$ cat src/rtl/branch_resolver.sv
// Branch resolver: queues decode-stage predictions, compares them against the
// execute-stage outcomes, and issues flush/redirect pulses and predictor updates.
module branch_resolver #(
  parameter int unsigned DEPTH = 4
) (
  input  logic        clk,
  input  logic        reset,
  input  logic        pred_valid,
  input  logic [31:0] pred_pc,
  input  logic        pred_taken,
  input  logic [31:0] pred_target,
  input  logic        res_valid,
  input  logic [31:0] res_pc,
  input  logic        res_taken,
  input  logic [31:0] res_target,
  output logic        flush_d,
  output logic        flush_e,
  output logic        redirect_valid,
  output logic [31:0] redirect_pc,
  output logic        upd_valid,
  output logic [31:0] upd_pc,
  output logic        upd_taken,
  output logic [31:0] upd_target,
  output logic [31:0] branch_cnt,
  output logic [31:0] mispredict_cnt,
  output logic        overflow_err,
  output logic        seq_err
);

  localparam int unsigned AW = (DEPTH > 1) ? $clog2(DEPTH) : 1;
  localparam logic [AW:0] FULL_CNT = (AW+1)'(DEPTH);

  typedef enum logic {S_RUN, S_RECOVER} state_t;

  state_t        state_q;
  logic [31:0]   pc_mem_q    [DEPTH];
  logic          taken_mem_q [DEPTH];
  logic [31:0]   tgt_mem_q   [DEPTH];
  logic [AW-1:0] rd_ptr_q, wr_ptr_q;
  logic [AW:0]   count_q, count_d;

  logic        empty, full;
  logic [31:0] cmp_pc, cmp_tgt, correct_pc;
  logic        cmp_taken;
  logic        mispredict, seq_hit, ovf_hit;
  logic        pop, push;

  // Head comparison, mispredict detection and queue push/pop decisions
  always_comb begin
    empty      = (count_q == '0);
    full       = (count_q == FULL_CNT);
    // An orphan resolution is compared against a not-taken fall-through entry
    cmp_pc     = empty ? res_pc          : pc_mem_q[rd_ptr_q];
    cmp_taken  = empty ? 1'b0            : taken_mem_q[rd_ptr_q];
    cmp_tgt    = empty ? res_pc + 32'd4  : tgt_mem_q[rd_ptr_q];
    seq_hit    = res_valid && (empty || (cmp_pc != res_pc));
    mispredict = res_valid && ((cmp_taken != res_taken) ||
                               (res_taken && (cmp_tgt != res_target)) ||
                               (cmp_pc != res_pc));
    correct_pc = res_taken ? res_target : res_pc + 32'd4;
    pop        = res_valid && !empty;
    push       = pred_valid && (state_q == S_RUN) && !mispredict && (!full || pop);
    ovf_hit    = pred_valid && (state_q == S_RUN) && full && !pop;
    count_d    = count_q;
    if (mispredict) begin
      count_d = '0;
    end else if (push && !pop) begin
      count_d = count_q + (AW+1)'(1);
    end else if (pop && !push) begin
      count_d = count_q - (AW+1)'(1);
    end
  end

  // Prediction storage; contents are only meaningful below the occupancy count
  always_ff @(posedge clk) begin
    if (push) begin
      pc_mem_q[wr_ptr_q]    <= pred_pc;
      taken_mem_q[wr_ptr_q] <= pred_taken;
      tgt_mem_q[wr_ptr_q]   <= pred_target;
    end
  end

  // Control state, queue pointers, registered pulses, counters and sticky errors
  always_ff @(posedge clk) begin
    if (reset) begin
      state_q        <= S_RUN;
      rd_ptr_q       <= '0;
      wr_ptr_q       <= '0;
      count_q        <= '0;
      flush_d        <= 1'b0;
      flush_e        <= 1'b0;
      redirect_valid <= 1'b0;
      redirect_pc    <= '0;
      upd_valid      <= 1'b0;
      upd_pc         <= '0;
      upd_taken      <= 1'b0;
      upd_target     <= '0;
      branch_cnt     <= '0;
      mispredict_cnt <= '0;
      overflow_err   <= 1'b0;
      seq_err        <= 1'b0;
    end else begin
      unique case (state_q)
        S_RUN:     state_q <= mispredict ? S_RECOVER : S_RUN;
        S_RECOVER: state_q <= S_RUN;
        default:   state_q <= S_RUN;
      endcase
      // Mispredict squashes every younger entry, so pointers restart at zero
      if (mispredict) begin
        rd_ptr_q <= '0;
        wr_ptr_q <= '0;
      end else begin
        if (pop)  rd_ptr_q <= rd_ptr_q + AW'(1);
        if (push) wr_ptr_q <= wr_ptr_q + AW'(1);
      end
      count_q        <= count_d;
      flush_d        <= mispredict;
      flush_e        <= mispredict;
      redirect_valid <= mispredict;
      redirect_pc    <= mispredict ? correct_pc : '0;
      upd_valid      <= res_valid;
      upd_pc         <= res_valid ? res_pc : '0;
      upd_taken      <= res_valid && res_taken;
      upd_target     <= res_valid ? res_target : '0;
      if (res_valid)  branch_cnt     <= branch_cnt + 32'd1;
      if (mispredict) mispredict_cnt <= mispredict_cnt + 32'd1;
      if (ovf_hit)    overflow_err   <= 1'b1;
      if (seq_hit)    seq_err        <= 1'b1;
    end
  end

endmodule

$ cat config.mk
export PLATFORM = sky130hd
export DESIGN_NAME = branch_resolver
export DESIGN_NICKNAME = d
export VERILOG_FILES = /design/src/rtl/branch_resolver.sv
export SDC_FILE = /design/constraint.sdc
export NUM_CORES = 1
export LEC_CHECK = 0
export CORE_AREA = 2 2 184 259
export CTS_CLUSTER_DIAMETER = 40
export DETAILED_ROUTE_END_ITERATION = 12
export DIE_AREA = 0 0 186 261
export PLACE_DENSITY = 0.73
export SYNTH_ARGS = -nofsm -noshare
export SYNTH_HDL_FRONTEND = slang
export SYNTH_SLANG_ARGS = --single-unit
$ cat constraint.sdc
create_clock -name clk -period 8.1 [get_ports clk]
set_clock_uncertainty 0.05 [all_clocks]
set_input_delay 0.81 -clock clk [delete_from_list [all_inputs] [get_ports clk]]
set_output_delay 0.81 -clock clk [all_outputs]
set_load 0.01 [all_outputs]
Yosys cells after proc, flatten, opt, wreduce, memory -nomap -nowiden
Memory sizes are Yosys's and may differ from the RTL's. A register that Yosys moved wholly into a read port is not among the register bits.
Index checks and enable logic that the tools add are counted.
{"block": "totals", "ram_bits": 260, "n_memories": 3, "wordCells": 73, "register_bits": 173, "output_inout_bits": 167, "in_bits": 134}
{"memory": "pc_mem_q", "depth": 4, "word_bits": 32, "rd": 1, "rd_ports_with_merged_regs": 1, "write_ports": 1, "line_no": "36", "source": "logic [31:0] pc_mem_q [DEPTH];"}
{"memory": "tgt_mem_q", "depth": 4, "word_bits": 32, "rd": 1, "rd_ports_with_merged_regs": 1, "write_ports": 1, "line_no": "38", "source": "logic [31:0] tgt_mem_q [DEPTH];"}
{"memory": "taken_mem_q", "depth": 4, "word_bits": 1, "rd": 1, "rd_ports_with_merged_regs": 1, "write_ports": 1, "line_no": "37", "source": "logic taken_mem_q [DEPTH];"}
{"block": "classes", "n_eq_ne": 4, "bitwise": 3, "muxes": 16, "reduce_logical": 26, "n_addsub": 7}
{"operator": "2-to-1 mux 32 bit", "count": 3}
{"operator": "adder 32 x 1 -> 32 bit, second input constant", "count": 2}
{"operator": "inequality test 32 bit", "count": 2}
{"operator": "adder 32 x 3 -> 32 bit, second input constant", "count": 1}
{"operator": "logical AND 1 bit", "count": 12}
{"operator": "2-to-1 mux 2 bit", "count": 6}
{"operator": "2-to-1 mux 3 bit", "count": 2}
{"operator": "OR reduction 2 bit", "count": 3}
{"operator": "logical NOT 1 bit", "count": 5}
{"operator": "adder 2 x 1 -> 2 bit, second input constant", "count": 2}
{"operator": "logical OR 1 bit", "count": 4}
{"operator": "2-to-1 mux 1 bit", "count": 4}
{"operator": "adder 3 x 1 -> 3 bit, second input constant", "count": 1}
{"operator": "== test 3 bit, second input constant", "count": 1}
{"operator": "logical NOT 3 bit", "count": 1}
{"operator": "inverter 1 bit", "count": 3}
{"operator": "subtractor 3 x 1 -> 3 bit, second input constant", "count": 1}
{"operator": "one-hot mux 1 bit (2 select lines)", "count": 1}
{"operator": "nonzero test 2 bit", "count": 1}
{"operator": "inequality test 1 bit", "count": 1}

Depth between registers and ports, before layout
Gate-level depths: netlist of the first run.
{"block": "depth", "depth_word": 14, "mapped_depth": 21}

Worst setup path before layout of the first run
No wires, ideal clock.
{"block": "synth_timing", "path_type": "input -> register", "from": "in res_pc[5]", "to": "mem pc_mem_q[0][0] (enable)", "required_ns": 7.620, "arrival_ns": 4.849, "n_path_buf": 4, "stages": 13, "setup_ns": 0.430, "slack_ns": 2.771, "path_cell_list": "clkbuf_2 -> nand4_1 -> buf_6 -> nor4_4 -> xnor2_1 -> mux2_1 -> a211o_1 -> nor4_2 -> and4b_4 -> buf_6 -> nor2_2 -> buf_6 -> and3b_1"}
{"block": "synth_between", "elab_chain_len": 12, "elab_cells_between_ends": 14, "cone_classes": "add/sub: 1; eq/ne: 2; mux: 4; reduce/logical: 7"}
{"element": "start, declared", "line_no": "13", "source": "input logic [31:0] res_pc,"}
{"element": "adder 32 x 3 -> 32 bit", "line_no": "55", "source": "cmp_tgt = empty ? res_pc + 32'd4 : tgt_mem_q[rd_ptr_q];"}
{"element": "2-to-1 mux 32 bit", "line_no": "55"}
{"element": "inequality test 32 bit", "line_no": "58", "source": "(res_taken && (cmp_tgt != res_target)) ||"}
{"element": "logical AND 1 bit", "line_no": "58"}
{"element": "logical OR 1 bit", "line_no": "57", "source": "mispredict = res_valid && ((cmp_taken != res_taken) ||"}
{"element": "logical OR 1 bit (*)", "line_no": "58"}
{"element": "logical AND 1 bit (*)", "line_no": "57"}
{"element": "logical NOT 1 bit (*)", "line_no": "62", "source": "push = pred_valid && (state_q == S_RUN) && !mispredict && (!full || pop);"}
{"element": "logical AND 1 bit (*) (2 in series)", "line_no": "62"}
{"element": "2-to-1 mux 1 bit (*)", "line_no": "76", "source": "if (push) begin"}
{"element": "2-to-1 mux 1 bit (not written as such) (*)", "line_no": "77", "source": "pc_mem_q[wr_ptr_q] <= pred_pc;"}
{"element": "end, declared", "line_no": "36"}
Mark *: on every way between the ends. The rest lies on a longest branch, timed or not.

Final worst setup path of the first run
{"block": "layout_timing", "from": "in res_pc[5]", "to": "mem tgt_mem_q[1][31] (enable)"}
{"block": "layout_between", "elab_chain_len": 12, "elab_cells_between_ends": 14, "cone_classes": "add/sub: 1; eq/ne: 2; mux: 4; reduce/logical: 7"}
{"element": "adder 32 x 3 -> 32 bit", "line_no": "55"}
{"element": "2-to-1 mux 32 bit", "line_no": "55"}
{"element": "inequality test 32 bit", "line_no": "58"}
{"element": "logical AND 1 bit", "line_no": "58"}
{"element": "logical OR 1 bit", "line_no": "57"}
{"element": "logical OR 1 bit (*)", "line_no": "58"}
{"element": "logical AND 1 bit (*)", "line_no": "57"}
{"element": "logical NOT 1 bit (*)", "line_no": "62"}
{"element": "logical AND 1 bit (*) (2 in series)", "line_no": "62"}
{"element": "2-to-1 mux 1 bit (*)", "line_no": "76"}
{"element": "2-to-1 mux 1 bit (not written as such) (*)", "line_no": "79", "source": "tgt_mem_q[wr_ptr_q] <= pred_target;"}
{"element": "end, declared", "line_no": "38"}
Marked as above.

==> flow_summary.toml, run 1 <==
[synth]
synth_area_leaders = "edfxtp_1 43%, dfxtp_1 19%, mux4_2 7.4%, xnor2_1 3.4%, xor2_1 2.5%"
synth_warnings = 0
synth_largest_area_cell = "edfxtp_1"
syn_avg_cell_area_sq_um = 13.2
synth_top_area_share_pct = 42.7
synth-async-reset-ratio_pct = 0
syn_inst = 1384
synth_edf_count = 260
synth.distinct_cells = 75
yosys_register_bits = 435
ys.flop_type = "edfxtp_1"
syn_area_sq_um = 18300
yosysSeqAreaShare_pct = 61.8
syn-num-nets = 1527

[clock_tree]
cts_tree = "built"
post_cts_buffers = 0
clock_sinks = 435
cts_buffers = 49
ctsResizeCount = 0
htree_levels = 2
cts_buffer_depth = 3
clock_latency_ps = 580
clk_pin_slew_worst_paths_ps = 60
ctsHoldBuffers = 0
cts-root-buf = "clkbuf_16"

[drt]
drtPass1Iterations = 5
drc = 0
postRouteAntennaNets = 0
routed_wl_um = 51500
drtIter0Drc = 815
via_count = 12500
drt-wirelength-per-cell_um = 22.0
via_per_inst = 5.37

[floorplan]
die_y_um = 261
fp.dieArea_sq_um = 48500
coreArea_sq_um = 46500
dieWidth_um = 186
ios = 301
rows = 94
initial_utilization_pct = 39.4

[hold_path]
hold_class = "reg -> reg"
hp-start = "state_q$_SDFF_PP0_"

[finish]
fill_cells = 3928
area_delta_synth_final_pct = 28.8
layout.nets = 1807
drive_gt1_share_pct = 11.7
final_cell_area_sq_um = 23600

[pwr]
p_total_w = 0.00608
power_density_nw_per_um2 = 258
vdd_drop_max_mv = 0.170
p_leak_nw = 7.79

[place]
place_area_sq_um = 21800
place_ws_ps = 1710
place.gp.congestion = 0.913
numPortBuffers = 300
dpl.hpwl_um = 37200

[grt]
gr-total-overflow = 0
grt_usage_pct = 20.9
grt_max_degree = 83
grt_pass1_vias = 12500
grt_pass1_wl_um = 75100
antenna_found_initial = 9

[status]
status = "complete, no violations"

[sta]
fmax_ghz = 0.171
finalMaxSlewViolations = 0
slew_headroom_pct = 30.4
fin_setup_tns_ps = 0
fin_ws_ps = 2260
tightest_slew_ps = 1040
period_share_pct = 72.0
finalCriticalPeriod_ps = 5840
rsz0062_at_grt = "false"
setup_viol = 0
hold_viol = 0

[critical_path]
start_kind = "input port"
critPathBufInv = 2
crit_slowest_cell = "clkdlybuf4s50_1"
critical_path.top_delay_family = "simple AND/OR/NAND/NOR gates"
worstPathCellList = "clkdlybuf4s50_1 > nand4_1 > nor4_4 > xnor2_1 > mux2_1 > a211o_1 > nor4_2 > and4b_4 > nor2_2 > and3b_2 > buf_4"
critPathMaxStageDelay_ps = 770
crit_fanout = 65
cp.required_ps = 8240
path_class = "in -> reg"
cp_data_arrival_time_ps = 5970
timing.critical_path.from = "res_pc[5]"
end_kind = "flop"

[run]
maxCapViolCount = 0
worst reg2reg max path: stages, from the launching register on:
cell and delay, ps:
dfxtp_4 860, buf_4 440, mux4_2 570, xnor2_1 230
nand4_1 190, nor4_2 540, nand2_1 150, o311ai_1 330
and4b_4 650, nor2_2 270, and3b_2 290, buf_4 710
state kept, by name (all words and copies together) (netlist names), named ones only:
signal          count
pc_mem_q          128
redirect_pc        32
redirect_valid      1
upd_valid           1
count_q             3
taken_mem_q         4
overflow_err        1
seq_err             1
upd_pc             32
tgt_mem_q         128
wr_ptr_q            2
branch_cnt         32
mispredict_cnt     32
rd_ptr_q            2
state_q             1
upd_target         32
upd_taken           1
Yosys cell counts (15+ instances only):
master and instances:
a21oi_1 57, nand4_1 35, nor2_1 105, inv_1 29
nand2_1 50, o21ai_0 17, o31ai_1 22, dfxtp_1 175
nor3_1 22, or4_1 20, and3_1 17, and2_1 70
edfxtp_1 260, nand3_1 50, xor2_1 53, mux2i_1 19
buf_2 24, mux4_2 60, or3_1 15, clkbuf_1 42
xnor2_1 71
worst paths after layout:
path	to	slack (ps)	cells past startpoint
min reg2reg	state_q$_SDFF_PP0_	390	1
min	state_q$_SDFF_PP0_	390	1
max	tgt_mem_q[1][31]$_DFFE_PP_	2260	11
max reg2reg	tgt_mem_q[1][31]$_DFFE_PP_	2320	11
stage by stage:
stage	util, %	hold slack [ps]	std cells
after floorplan	-	364	1384
after global placement	46.9	377	2237
after detailed placement	46.9	383	2237
after CTS	50.7	394	2329
after global routing	50.7	405	2334
final	50.7	392	2335
layout by cell type, fill, tap and decap left out, types with 5 or more instances in the layout:
cell type and n:
clkdlybuf4s50_1 298, edfxtp_1 260, dfxtp_1 173, nor2_1 105, xnor2_1 71, and2_1 70
mux4_2 60, a21oi_1 57, clkbuf_16 55, xor2_1 53, nand2_1 50, nand3_1 50
nand4_1 35, inv_1 29, o31ai_1 22, nor3_1 21, or4_1 20, mux2i_1 19
and3_1 17, o21ai_0 17, buf_4 16, or3_1 15, and4_1 11, nor2b_1 9
a211oi_1 8, ha_1 8, nor3_2 7, nor4_1 7, mux2_1 7, inv_6 7
diode_2 6, nor4b_1 6, a31oi_1 5, clkbuf_1 5
layout make-up:
cell class                 count  area [sq um]  share of cell area, %
sequential                   435         11300                   48.0
multi-input combinational    829          6420                   27.2
timing repair buffer         318          3150                   13.4
clock buffer                  63          1430                   6.06
tap                          624           781                   3.31
clock inverter                29           335                   1.42
inverter                      31           116                  0.494
antenna                        6          15.0                 0.0637
power breakdown:
group	internal, W	switching (W)	total, W
Sequential	0.00250	0.0000843	0.00259
Clock	0.00138	0.000957	0.00234
Combinational	0.000509	0.000649	0.00116
logic make-up after synthesis:
group / after synthesis / synth area share [%]
flip-flops: 435 / 61.8
AO/OA/AOI/OAI: 159 / 5.76
adder cells (fa/ha/maj): 9 / 0.656
AND/OR/NAND/NOR: 448 / 13.6
multiplexers: 89 / 9.06
buffers and inverters: 120 / 3.19
XOR/XNOR: 124 / 5.94
metal layers:
metal	global-route usage, %	routed length [um]
met5	0	37
met4	11.3	2660
met3	4.01	3410
met2	36.9	26200
met1	23.9	19100
No activity file was read; power rests on OpenSTA's default activity.
==> run 2, diff against run 1 <==
PLACE_DENSITY = 0.76   (was 0.73)
clock period = 4.8 ns   (was 8.1 ns; I/O delays follow)
==> flow_summary.toml, run 2 (same netlist as run 1, synthesis figures left out) <==
[status]
status = "complete, no violations"

[pwr]
power_density_nw_per_um2 = 426
clkPwrFrac_pct = 36.9
p_switching_w = 0.00289
swShare_pct = 27.6
p_int_w = 0.00759
vdd_drop_max_mv = 0.398
p_leak_nw = 8.43
comb_power_share_pct = 21.8
p_seq_share_pct = 41.3

[critical_path]
cp_data_arrival_time_ps = 4780
critical_path.top_delay_family = "simple AND/OR/NAND/NOR gates"
end_kind = "flop"
r2r_cells = 19
path_class = "reg -> reg"
critPathBufInv = 4
rrSetupSlack_ps = 400
start_kind = "flop"
cp.required_ps = 5170
r2r-end = "count_q[2]$_SDFFE_PP0P_"
worstPathCellList = "buf_12 > buf_4 > mux4_2 > xnor2_1 > nand4_1 > nor4_2 > buf_4 > nand2_1 > o311ai_1 > and4b_4 > nor2_2 > nor2b_1 > ha_1 > inv_1 > fa_1 > xor2_1 > nor2_1 > xnor2_1 > nor3_2"
worstSetupEndpoint = "count_q[2]$_SDFFE_PP0P_"
crit_fanout = 31
cp.depth = 19
critPathMaxStageDelay_ps = 590
crit_slowest_cell = "dfxtp_2"

[drt]
routed_wl_um = 56000
via_count = 13200
drt-wirelength-per-cell_um = 22.8
drc = 0
via_per_inst = 5.37
drtPass1Iterations = 5
postRouteAntennaNets = 0
drtIter0Drc = 896

[finish]
fill_cells = 3813
final_cell_mix = "298 x clkdlybuf4s50_1, 260 x edfxtp_1, 173 x dfxtp_1"
layout.nets = 1927
postLayoutCoreUtil_pct = 53.0
final_common_cell = "clkdlybuf4s50_1"
drive_gt1_share_pct = 17.5
area_delta_synth_final_pct = 34.5
regArea_sq_um = 11300
top_regs = "pc_mem_q (128), tgt_mem_q (128)"
multi_input_comb_area_sq_um = 6420

[grt]
gr-total-overflow = 0
antenna_found_initial = 5
grt_pass1_vias = 13300
grt_usage_pct = 22.7
grt_pass1_wl_um = 81300
grt_max_degree = 82

[sta]
finalMaxSlewViolations = 0
finalCriticalPeriod_ps = 4400
slew_headroom_pct = 37.6
fmax_ghz = 0.227
tightest_slew_ps = 936
rsz0062_at_grt = "false"
hold_viol = 0
setup_viol = 0
fin_setup_tns_ps = 0
period_share_pct = 91.7

[place]
dpl.hpwl_um = 41800
place.gp.congestion = 0.934
numPortBuffers = 300

[run]
maxCapViolCount = 0

[clock_tree]
clock_sinks = 435
ctsResizeCount = 0
cts-root-buf = "clkbuf_16"
htree_levels = 2
clock_latency_ps = 590
cts_buffer_depth = 3
post_cts_buffers = 0
ctsHoldBuffers = 0
clk_pin_slew_worst_paths_ps = 60
cts_tree = "built"
cts_buffers = 48

[floorplan]
dieWidth_um = 186
initial_utilization_pct = 39.4
ios = 301
coreArea_sq_um = 46500
die_y_um = 261
fp.dieArea_sq_um = 48500
rows = 94

[hold_path]
hold_class = "in -> reg"
[run 2: cell types whose count changed in the layout (fill, tap and decap cells not counted), sizes merged]
cell      change
diode         -1
buf         +121
inv           -1
clkbuf        -3
clkinv        -3
clkinvlp      +2
bufinv        +3
[run 2: area by class of cell]
class	count	area share, %
Antenna cell	5	0.0508
Clock buffer	60	5.39
Clock inverter	30	1.49
Inverter	31	0.473
Multi-Input combinational cell	829	26.1
Sequential cell	435	46.0
Tap cell	624	3.17
Timing Repair Buffer	439	17.4
[run 2: worst min path at each step]
stage	start	end	slack, ps	depth (start not counted)
after floorplan	state_q$_SDFF_PP0_	state_q$_SDFF_PP0_	360	1
after global placement	state_q$_SDFF_PP0_	state_q$_SDFF_PP0_	370	1
after detailed placement	state_q$_SDFF_PP0_	state_q$_SDFF_PP0_	390	1
after CTS	reset	upd_target[17]$_SDFF_PP0_	380	3
after global routing	reset	upd_target[6]$_SDFF_PP0_	400	3
final	reset	upd_target[11]$_SDFF_PP0_	380	3
[run 2: metrics by stage]
step	hold slack, ps	setup WS (ps)	area, sq um	std cells	power (W)
detailed placement	386	155	22900	2357	0.00666
CTS	376	248	24600	2447	0.0105
finish	382	397	24600	2453	0.0105
global route	401	123	24600	2452	0.0108
floorplan	364	521	18300	1384	0.00567
global placement	372	220	22900	2357	0.00663
[run 2: layer usage]
metal | share of wire [%] | vias to the layer above | track usage (%)
met2 | 51 | 589 | 40.0
met4 | 5.5 | 0 | 11.4
met1 | 37 | 6463 | 26.3
li1 | - | 5974 | -
met3 | 6.5 | 144 | 4.30
met5 | 0 | - | 0
[run 2: power groups by stage]
stage                     combinational, W  sequential, W  clock (W)
after floorplan                    0.00128        0.00439          0
after global placement             0.00222        0.00441          0
after detailed placement           0.00223        0.00443          0
after CTS                          0.00224        0.00435    0.00394
after global routing               0.00242        0.00435    0.00408
final                              0.00228        0.00434    0.00387
[run 2: worst min-delay path: cells and delay by family]
| family | cells | cell delay [ps] |
|---|---|---|
| and+or+nand+nor | 2 | 330 |
| buffers and inverters | 1 | 140 |
==> run 3, diff against run 2 <==
SLEW_MARGIN = 15   (was unset)
==> results of run 3 <==
The final DEF is identical to that of run 2; final timing and power are the same.
